**src/rtl/ps2_cmd_ctrl_pkg.sv**
```systemverilog
// ps2_cmd_ctrl_pkg: shared constants, error encoding and FSM state type for the PS/2 command sequencer.
// Revision: 1.0
`default_nettype none

package ps2_cmd_ctrl_pkg;

  localparam logic [7:0] PS2_ACK       = 8'hFA;
  localparam logic [7:0] PS2_RESEND    = 8'hFE;
  localparam logic [7:0] PS2_ERROR     = 8'hFC;
  localparam logic [7:0] PS2_EN_REPORT = 8'hF4;

  localparam logic [1:0] ERR_NONE   = 2'b00;
  localparam logic [1:0] ERR_DEVICE = 2'b01;
  localparam logic [1:0] ERR_RETRY  = 2'b10;

  typedef enum logic [2:0] {
    IDLE     = 3'd0,
    INIT     = 3'd1,
    SEND     = 3'd2,
    WAIT_TX  = 3'd3,
    WAIT_ACK = 3'd4
  } state_t;

endpackage

`default_nettype wire

```
**src/rtl/ps2_timeout_timer.sv**
```systemverilog
// ps2_timeout_timer: loadable down-counter that saturates at zero; expired is high while the count is zero.
// Revision: 1.0
`default_nettype none

module ps2_timeout_timer #(
  parameter int TIMEOUT_CYC = 2_500_000
) (
  input  logic clk,
  input  logic reset,
  input  logic load,
  output logic expired
);

  localparam int W = (TIMEOUT_CYC > 1) ? $clog2(TIMEOUT_CYC) : 1;

  logic [W-1:0] count;

  always_ff @(posedge clk) begin
    if (reset) begin
      count <= '0;
    end else if (load) begin
      count <= W'(TIMEOUT_CYC - 1);
    end else if (count != '0) begin
      count <= count - W'(1);
    end
  end

  assign expired = (count == '0);

endmodule

`default_nettype wire

```
**src/rtl/ps2_cmd_ctrl.sv**
```systemverilog
// ps2_cmd_ctrl: PS/2 host command sequencer with ACK/RESEND/ERROR handling and bounded retry.
// Optional macro PS2_CMD_AUTO_INIT_EN issues 0xF4 after reset. Revision: 1.0
`default_nettype none

module ps2_cmd_ctrl
  import ps2_cmd_ctrl_pkg::*;
#(
  parameter int TIMEOUT_CYC = 2_500_000,
  parameter int MAX_RETRY   = 3
) (
  input  logic       clk,
  input  logic       reset,
  input  logic       cmd_valid,
  input  logic [7:0] cmd_byte,
  output logic       cmd_ready,
  input  logic       tx_idle,
  input  logic       tx_done_tick,
  output logic       wr_ps2,
  output logic [7:0] din,
  input  logic       rx_done_tick,
  input  logic [7:0] rx_dout,
  output logic       ack_tick,
  output logic       err_tick,
  output logic [1:0] err_code,
  output logic       busy
);

  state_t     state;
  logic [3:0] retry_cnt;
  logic       init_run;
  logic       timer_load;
  logic       timer_expired;
  logic       rx_hit;
  logic       retry_evt;

  // Strobe is gated by tx_idle in the same cycle so it can never reach a busy transmitter.
  assign wr_ps2     = (state == SEND) && tx_idle;
  assign timer_load = wr_ps2 || ((state == WAIT_TX) && tx_done_tick);
  assign rx_hit     = rx_done_tick &&
                      ((rx_dout == PS2_ACK) || (rx_dout == PS2_RESEND) || (rx_dout == PS2_ERROR));
  // A recognised response byte outranks a simultaneous timer expiry.
  assign retry_evt  = ((state == WAIT_TX) && !tx_done_tick && timer_expired) ||
                      ((state == WAIT_ACK) &&
                       ((rx_done_tick && (rx_dout == PS2_RESEND)) || (!rx_hit && timer_expired)));

  ps2_timeout_timer #(
    .TIMEOUT_CYC(TIMEOUT_CYC)
  ) u_timer (
    .clk    (clk),
    .reset  (reset),
    .load   (timer_load),
    .expired(timer_expired)
  );

  always_ff @(posedge clk) begin
    if (reset) begin
`ifdef PS2_CMD_AUTO_INIT_EN
      state     <= INIT;
      cmd_ready <= 1'b0;
      busy      <= 1'b1;
`else
      state     <= IDLE;
      cmd_ready <= 1'b1;
      busy      <= 1'b0;
`endif
      retry_cnt <= 4'd0;
      init_run  <= 1'b0;
      din       <= 8'h00;
      ack_tick  <= 1'b0;
      err_tick  <= 1'b0;
      err_code  <= ERR_NONE;
    end else begin
      ack_tick <= 1'b0;
      err_tick <= 1'b0;
      err_code <= ERR_NONE;
      case (state)
        IDLE: begin
          if (cmd_valid && cmd_ready) begin
            din       <= cmd_byte;
            retry_cnt <= 4'd0;
            cmd_ready <= 1'b0;
            busy      <= 1'b1;
            state     <= SEND;
          end else begin
            cmd_ready <= 1'b1;
          end
        end
        INIT: begin
          din       <= PS2_EN_REPORT;
          retry_cnt <= 4'd0;
          init_run  <= 1'b1;
          state     <= SEND;
        end
        SEND: begin
          if (tx_idle) state <= WAIT_TX;
        end
        WAIT_TX: begin
          if (tx_done_tick) state <= WAIT_ACK;
        end
        WAIT_ACK: begin
          if (rx_done_tick && (rx_dout == PS2_ACK)) begin
            ack_tick <= !init_run;
            init_run <= 1'b0;
            busy     <= 1'b0;
            state    <= IDLE;
          end else if (rx_done_tick && (rx_dout == PS2_ERROR)) begin
            err_tick <= 1'b1;
            err_code <= ERR_DEVICE;
            init_run <= 1'b0;
            busy     <= 1'b0;
            state    <= IDLE;
          end
        end
        default: begin
          busy  <= 1'b0;
          state <= IDLE;
        end
      endcase
      if (retry_evt) begin
        if (retry_cnt < 4'(MAX_RETRY)) begin
          retry_cnt <= retry_cnt + 4'd1;
          state     <= SEND;
        end else begin
          err_tick <= 1'b1;
          err_code <= ERR_RETRY;
          init_run <= 1'b0;
          busy     <= 1'b0;
          state    <= IDLE;
        end
      end
    end
  end

endmodule

`default_nettype wire

```
**config.mk**
```make
export PLATFORM = sky130hd
export DESIGN_NAME = ps2_cmd_ctrl
export DESIGN_NICKNAME = d
export VERILOG_FILES = /design/src/rtl/ps2_cmd_ctrl_pkg.sv /design/src/rtl/ps2_timeout_timer.sv /design/src/rtl/ps2_cmd_ctrl.sv
export SDC_FILE = /design/constraint.sdc
export NUM_CORES = 1
export LEC_CHECK = 0
export ABC_CLOCK_PERIOD_IN_PS = 4600
export CORE_UTILIZATION = 57
export DETAILED_ROUTE_END_ITERATION = 6
export GPL_TIMING_DRIVEN = 0
export PLACE_DENSITY_LB_ADDON = 0.08
export SYNTH_ARGS = -nofsm -noshare
export SYNTH_HDL_FRONTEND = slang
export SYNTH_HIERARCHICAL = 1
export SYNTH_SLANG_ARGS = --single-unit
```
**constraint.sdc**
```tcl
create_clock -name clk -period 4.6 [get_ports clk]
set_input_delay 1.38 -clock clk [delete_from_list [all_inputs] [get_ports clk]]
set_output_delay 1.38 -clock clk [all_outputs]
set_load 0.02 [all_outputs]
```
==> run_results.csv, run 1 <==
group,metric,value,unit
status,status,"complete, no violations",
worst_setup_path,ff2ff_setup_slack,2.00,ns
sta,setup_ws,0.424,ns
sta,finalHoldViolations,0,
cts,clkSlewWorstSetupHoldPaths,0.08,ns
sta,worstMarginPinSlew,0.613,ns
route,avgRoutedWirePerCell,16.4,um
cells_and_area,final_layout_size_suffix_gt1_share,7.69,%
worst_setup_path,cp-end-kind,"output pin",
yosys,avgSynthCellArea,8.59,um^2
place,place.gp.congestion,0.904,
sta,setup-tns-final,0,ns
yosys,ys_warn_count,6,
hold_path,hold_class,"flop to flop",
hold_path,holdCritStartpoint,"retry_cnt[3]$_SDFF_PP0_",
route,ant_nets,0,
yosys,synth-seq-area-share,38.3,%
power,irDropWorstVdd,0.223,mV
worst_setup_path,r2r-end,"retry_cnt[1]$_SDFF_PP0_",
die,start_util,61.0,%
cts,htree_num_levels,2,
sta,finClkSkew,0.0113,ns
cts,numCtsBuffers,5,
place,pre_cts_slack,0.448,ns
power,p_per_area,564,nW/um^2
yosys,syn_inst,268,
worst_setup_path,crit_type,"input pin to output pin",
worst_setup_path,cpMostUsedCell,"clkdlybuf4s50_1",
worst_setup_path,worst-path-buf-inv,2,
cts,cts_resized,0,
die,die_x,65.5,um
cells_and_area,n_antenna_cell,0,
worst_setup_path,cp.arrival,2.80,ns
worst_setup_path,path_cells,"clkdlybuf4s50_1 > nand2_1 > nor3_1 > clkdlybuf4s50_1",
cts,post_cts_buffers,0,
yosys,ys_ff_latch,44,
place,dp_hpwl,4230,um
cells_and_area,nFillCells,289,
cts,cts_buffer_depth,2,
sta,timing.fmax,239,MHz
yosys,netlist_area,2300,um^2
cells_and_area,fin_nets,335,
global_route,grt_pass1_vias,2174,
die,row_count,22,
global_route,grt_max_degree,15,
sta,min_period,4.18,ns
hold_path,hold_end,"retry_cnt[3]$_SDFF_PP0_",
route,routed-via-count,2311,
die,die_area,4290,um^2
route,drt_pass1_iterations,4,
global_route,grt_overflow_total,0,
global_route,grt_pass1_wl,9780,um
die,dieHeight,65.5,um
route,drc_errors,0,
cts,cts-hold-fix-buffers,0,
global_route,grt_usage,29.6,%
sta,maxSlewHeadroom,58.5,%
worst_setup_path,reg2reg_depth,8,
cells_and_area,area_delta_synth_final,23.5,%
hold_path,whs_path_depth,1,
worst_setup_path,critPathSlowestCell,"clkdlybuf4s50_1",
worst_setup_path,crit_fanout,2,
route,via_per_inst,6.42,
cells_and_area,mostFrequentLayoutCell,"dfxtp_1",
power,p_leak,0.00106,uW
die,ioPinCount,37,
place,place_inst,352,
worst_setup_path,crit_required,3.22,ns
worst_setup_path,timing.rr.start,"u_timer/count[13]$_SDFFE_PP0P_",
yosys,ys.flop_type,"dfxtp_1",
cts,clk_latency,0.30,ns
yosys,synth_enable_flop_cells,0,
route,drt_iter0_drc,244,
sta,finalCritPeriodShare,90.8,%
worst_setup_path,critPathTopFamily,"buffers and inverters",
sta,setup_viol,0,
yosys,syn_nets,292,
cells_and_area,final_cell_mix,"dfxtp_1 (44), clkdlybuf4s50_1 (36), nor2_1 (25), a21oi_1 (22), nor3_1 (16)",
yosys,yosysUniqueCellTypes,57,
sta,rsz0062_at_grt,"no",
sta,maxSlewViolCount,0,
cts,cts-root-buf,"clkbuf_8",
cells_and_area,stdcell_count,360,
yosys,async_flop_share,0,%
route,routed_wl,5900,um
die,core,3770,um^2
job,maxCapViolations,0,
cts,cts_tree,"yes",
cts,cts_sinks,44,
place,io_buffer_count,36,
worst_setup_path,startpoint_type,"input pin",
global_route,antenna_found_initial,0,
worst_setup_path,slowest_delay,0.67,ns
power breakdown:
| part | internal (uW) | leakage, uW | switching (uW) | total (uW) |
|---|---|---|---|---|
| clock | 178 | 0.0000614 | 134 | 312 |
| combinational | 287 | 0.000642 | 456 | 743 |
| sequential | 457 | 0.000360 | 90.9 | 548 |
worst max path at each step:
stage / from / end / slack, ns / cells after the start
2_1_floorplan: tx_idle / wr_ps2 / 1.29 / 2
3_3_place_gp: tx_idle / wr_ps2 / 0.42 / 4
3_5_place_dp: tx_idle / wr_ps2 / 0.45 / 4
4_1_cts: tx_idle / wr_ps2 / 0.43 / 4
5_1_grt: tx_idle / wr_ps2 / 0.34 / 4
6_report: tx_idle / wr_ps2 / 0.42 / 4
Yosys cell counts, drive strengths merged, types with 2 or more instances:
cell type	instances	share of area [%]
nand2	14	2.4
a21oi	22	4.8
a41o	2	0.87
nand4	5	1.4
nor2	25	4.1
dfxtp	44	38
o311ai	2	0.76
ha	2	1.1
buf	5	1.3
nand3	2	0.44
nor4	8	2.8
nor4b	3	1.1
and2	3	0.82
or3	8	2.4
nand3b	4	1.3
or2	7	1.9
o2111ai	3	1.1
o211a	2	0.87
a211oi	2	0.65
o41ai	2	0.76
o211ai	4	1.3
nor3b	2	0.65
a311oi	3	1.1
o31ai	7	2.3
mux2i	12	5.2
or4	7	2.4
a31oi	4	1.1
a2111oi	3	1.1
and3	3	0.82
o21ai	6	1.8
inv	11	1.8
or3b	2	0.87
clkbuf	9	1.5
nor3	16	3.5
state kept, by name (all words and copies together) (netlist names):
| register | count |
|---|---|
| ack_tick | 1 |
| err_tick | 1 |
| err_code | 2 |
| busy | 1 |
| cmd_ready | 1 |
| init_run | 1 |
| u_timer/count | 22 |
| din | 8 |
| retry_cnt | 4 |
| state | 3 |
logic make-up (layout without fill, tap and decap cells):
kind of cell / after synthesis / after routing / synth area share (%)
mux: 13 / 13 / 5.71
buf+inv: 25 / 69 / 4.57
simple gates: 113 / 113 / 28.3
xor+xnor: 1 / 1 / 0.381
fa+ha+maj: 2 / 2 / 1.09
compound gates: 70 / 70 / 21.7
flops: 44 / 44 / 38.3
stage by stage:
step	area, um^2	hold WS [ns]	utilization [%]	power, uW
after global routing	2840	0.499	75.4	1710
after detailed placement	2720	0.456	72.2	1270
after CTS	2840	0.483	75.4	1590
final	2840	0.480	75.4	1600
after floorplan	2300	0.431	-	1080
after global placement	2720	0.446	72.2	1260
per-layer routing:
layer | vias to the layer above | routed length (um) | global-route usage [%]
met5 | - | 0 | 0
met4 | 0 | 118 | 13.3
met3 | 12 | 294 | 5.90
met2 | 82 | 2980 | 53.6
met1 | 1102 | 2510 | 33.0
li1 | 1115 | - | -
cell type report:
| class | instances | area (um^2) | area share, % |
|---|---|---|---|
| Inverter | 11 | 41.3 | 1.45 |
| Timing Repair Buffer | 36 | 360 | 12.7 |
| Clock inverter | 2 | 38.8 | 1.36 |
| Buffer | 14 | 63.8 | 2.24 |
| Sequential cell | 44 | 881 | 31.0 |
| Tap cell | 48 | 60.1 | 2.11 |
| Multi-Input combinational cell | 199 | 1320 | 46.3 |
| Clock buffer | 6 | 82.6 | 2.90 |
worst reg2reg max path, cell delays in order, from the launching register on:
cell,delay (ns)
dfxtp_1,0.37
nor4_1,0.54
nand4_1,0.35
or2_1,0.37
inv_1,0.11
o21ai_0,0.14
o21ai_4,0.25
nand2_2,0.10
a32o_1,0.27
No activity file was read; power rests on OpenSTA's default activity.
==> run 2, diff against run 1 <==
CORE_UTILIZATION = 27   (was 57)
==> run 2 against run 1 <==
Wire length increased by 8.7%. Sequential power barely moved. Clock power shrank 17%. Power shrank 2.7%. Critical path depth unchanged. Largest power group unchanged. Core utilization down 40 points. Flip-flop and latch count unchanged. Critical path type unchanged. Largest cell class unchanged. Sequential share of layout area fell by 0.46 points.
==> run_results.csv, run 2 (synthesized netlist as in run 1, its figures left out) <==
group,metric,value,unit
hold_path,whs_path_depth,1,
route,avgRoutedWirePerCell,15.4,um
sta,finClkSkew,0.0137,ns
global_route,grt_max_degree,16,
sta,worstMarginPinSlew,0.605,ns
global_route,use_met2,23.0,%
cts,cts_sinks,44,
cts,cts_buffer_depth,2,
sta,maxSlewViolCount,0,
power,p_leak,0.00104,uW
cells_and_area,mostFrequentLayoutCell,"dfxtp_1",
cts,post_cts_buffers,0,
worst_setup_path,reg2reg_depth,8,
die,start_util,28.0,%
cts,cts-hold-fix-buffers,0,
cells_and_area,n_antenna_cell,0,
global_route,grt_usage,15.7,%
place,io_buffer_count,36,
worst_setup_path,crit_type,"input pin to output pin",
worst_setup_path,path_cells,"clkdlybuf4s50_1 > nand2_1 > nor3_1 > clkdlybuf4s50_1",
global_route,antenna_found_initial,0,
cells_and_area,final_layout_size_suffix_gt1_share,7.69,%
route,drc_errors,0,
die,dieHeight,94.3,um
route,routed_wl,6410,um
hold_path,hold_class,"flop to flop",
sta,min_period,4.21,ns
cells_and_area,area_delta_synth_final,25.4,%
sta,rsz0062_at_grt,"no",
worst_setup_path,crit_required,3.22,ns
job,maxCapViolations,0,
cts,clk_latency,0.31,ns
power,p_per_area,541,nW/um^2
place,pre_cts_slack,0.406,ns
sta,setup_viol,0,
worst_setup_path,cp.depth,4,
cells_and_area,fin_nets,335,
die,ioPinCount,37,
route,ant_nets,0,
sta,setup_ws,0.388,ns
sta,timing.fmax,237,MHz
worst_setup_path,critPathTopFamily,"buffers and inverters",
worst_setup_path,slowest_delay,0.67,ns
place,dp_hpwl,4690,um
cells_and_area,largest-register,"u_timer/count",
cts,clkSlewWorstSetupHoldPaths,0.10,ns
die,core,8220,um^2
route,routed-via-count,2219,
global_route,met1_usage,22.8,%
global_route,grt_overflow_total,0,
sta,finalCritPeriodShare,91.6,%
sta,setup-tns-final,0,ns
sta,maxSlewHeadroom,59.1,%
cells_and_area,fin_area,2890,um^2
global_route,met3_usage,3.40,%
die,row_count,33,
cts,cts_resized,0,
place,place.gp.congestion,0.776,
route,drt_pass1_iterations,7,
worst_setup_path,crit_fanout,2,
power,irDropWorstVdd,0.198,mV
worst_setup_path,cpMostUsedCell,"clkdlybuf4s50_1",
worst_setup_path,cp-end-kind,"output pin",
cts,htree_num_levels,2,
worst_setup_path,worst-path-buf-inv,2,
worst_setup_path,cp.arrival,2.83,ns
die,die_x,94.3,um
die,die_area,8900,um^2
cts,cts_tree,"yes",
place,placed_area,2790,um^2
cells_and_area,top_regs,"u_timer/count x22, din x8, retry_cnt x4",
cells_and_area,final_cell_mix,"dfxtp_1 (44), clkdlybuf4s50_1 (36), nor2_1 (25), a21oi_1 (22), nor3_1 (16)",
cts,numCtsBuffers,5,
worst_setup_path,critPathSlowestCell,"clkdlybuf4s50_1",
global_route,grt_pass1_vias,2106,
route,drt_iter0_drc,72,
status,status,"complete, no violations",
global_route,grt.busiest_layer,"met2",
worst_setup_path,startpoint_type,"input pin",
cells_and_area,largest_reg_flops,22,
global_route,grt_pass1_wl,10900,um
sta,finalHoldViolations,0,
route,via_per_inst,5.32,
cts,cts-root-buf,"clkbuf_8",
-- run 2: final timing paths --
| kind | startpoint | end | slack (ns) |
|---|---|---|---|
| max reg2reg | u_timer/count[13]$_SDFFE_PP0P_ | init_run$_SDFF_PP0_ | 2.00 |
| min | retry_cnt[2]$_SDFF_PP0_ | retry_cnt[2]$_SDFF_PP0_ | 0.47 |
| max | tx_idle | wr_ps2 | 0.39 |
| min reg2reg | retry_cnt[2]$_SDFF_PP0_ | retry_cnt[2]$_SDFF_PP0_ | 0.47 |
-- run 2: cell type report --
cell class,count,area (um^2)
Sequential cell,44,881
Multi-Input combinational cell,199,1320
Fill cell,858,5330
Clock inverter,3,23.8
Timing Repair Buffer,36,360
Buffer,14,63.8
Inverter,11,41.3
Tap cell,105,131
Clock buffer,5,68.8
-- run 2: layer usage --
metal,routed length (um),vias up
li1,-,1114
met1,3360,1044
met4,42,0
met5,0,-
met3,250,6
met2,2760,55
-- run 2: through the flow --
step	instances	util, %	power [uW]	hold slack, ns
finish	417	35.1	1560	0.471
global route	417	35.1	1680	0.492
CTS	417	35.1	1560	0.479
detailed placement	409	34.0	1300	0.451
global placement	409	34.0	1300	0.450
floorplan	268	-	1080	0.431
-- run 2: power by group --
part           switching [uW]  internal [uW]  total (uW)
Clock                     150            108         258
Combinational             469            287         755
Sequential               89.4            457         546
Total                     708            851        1560
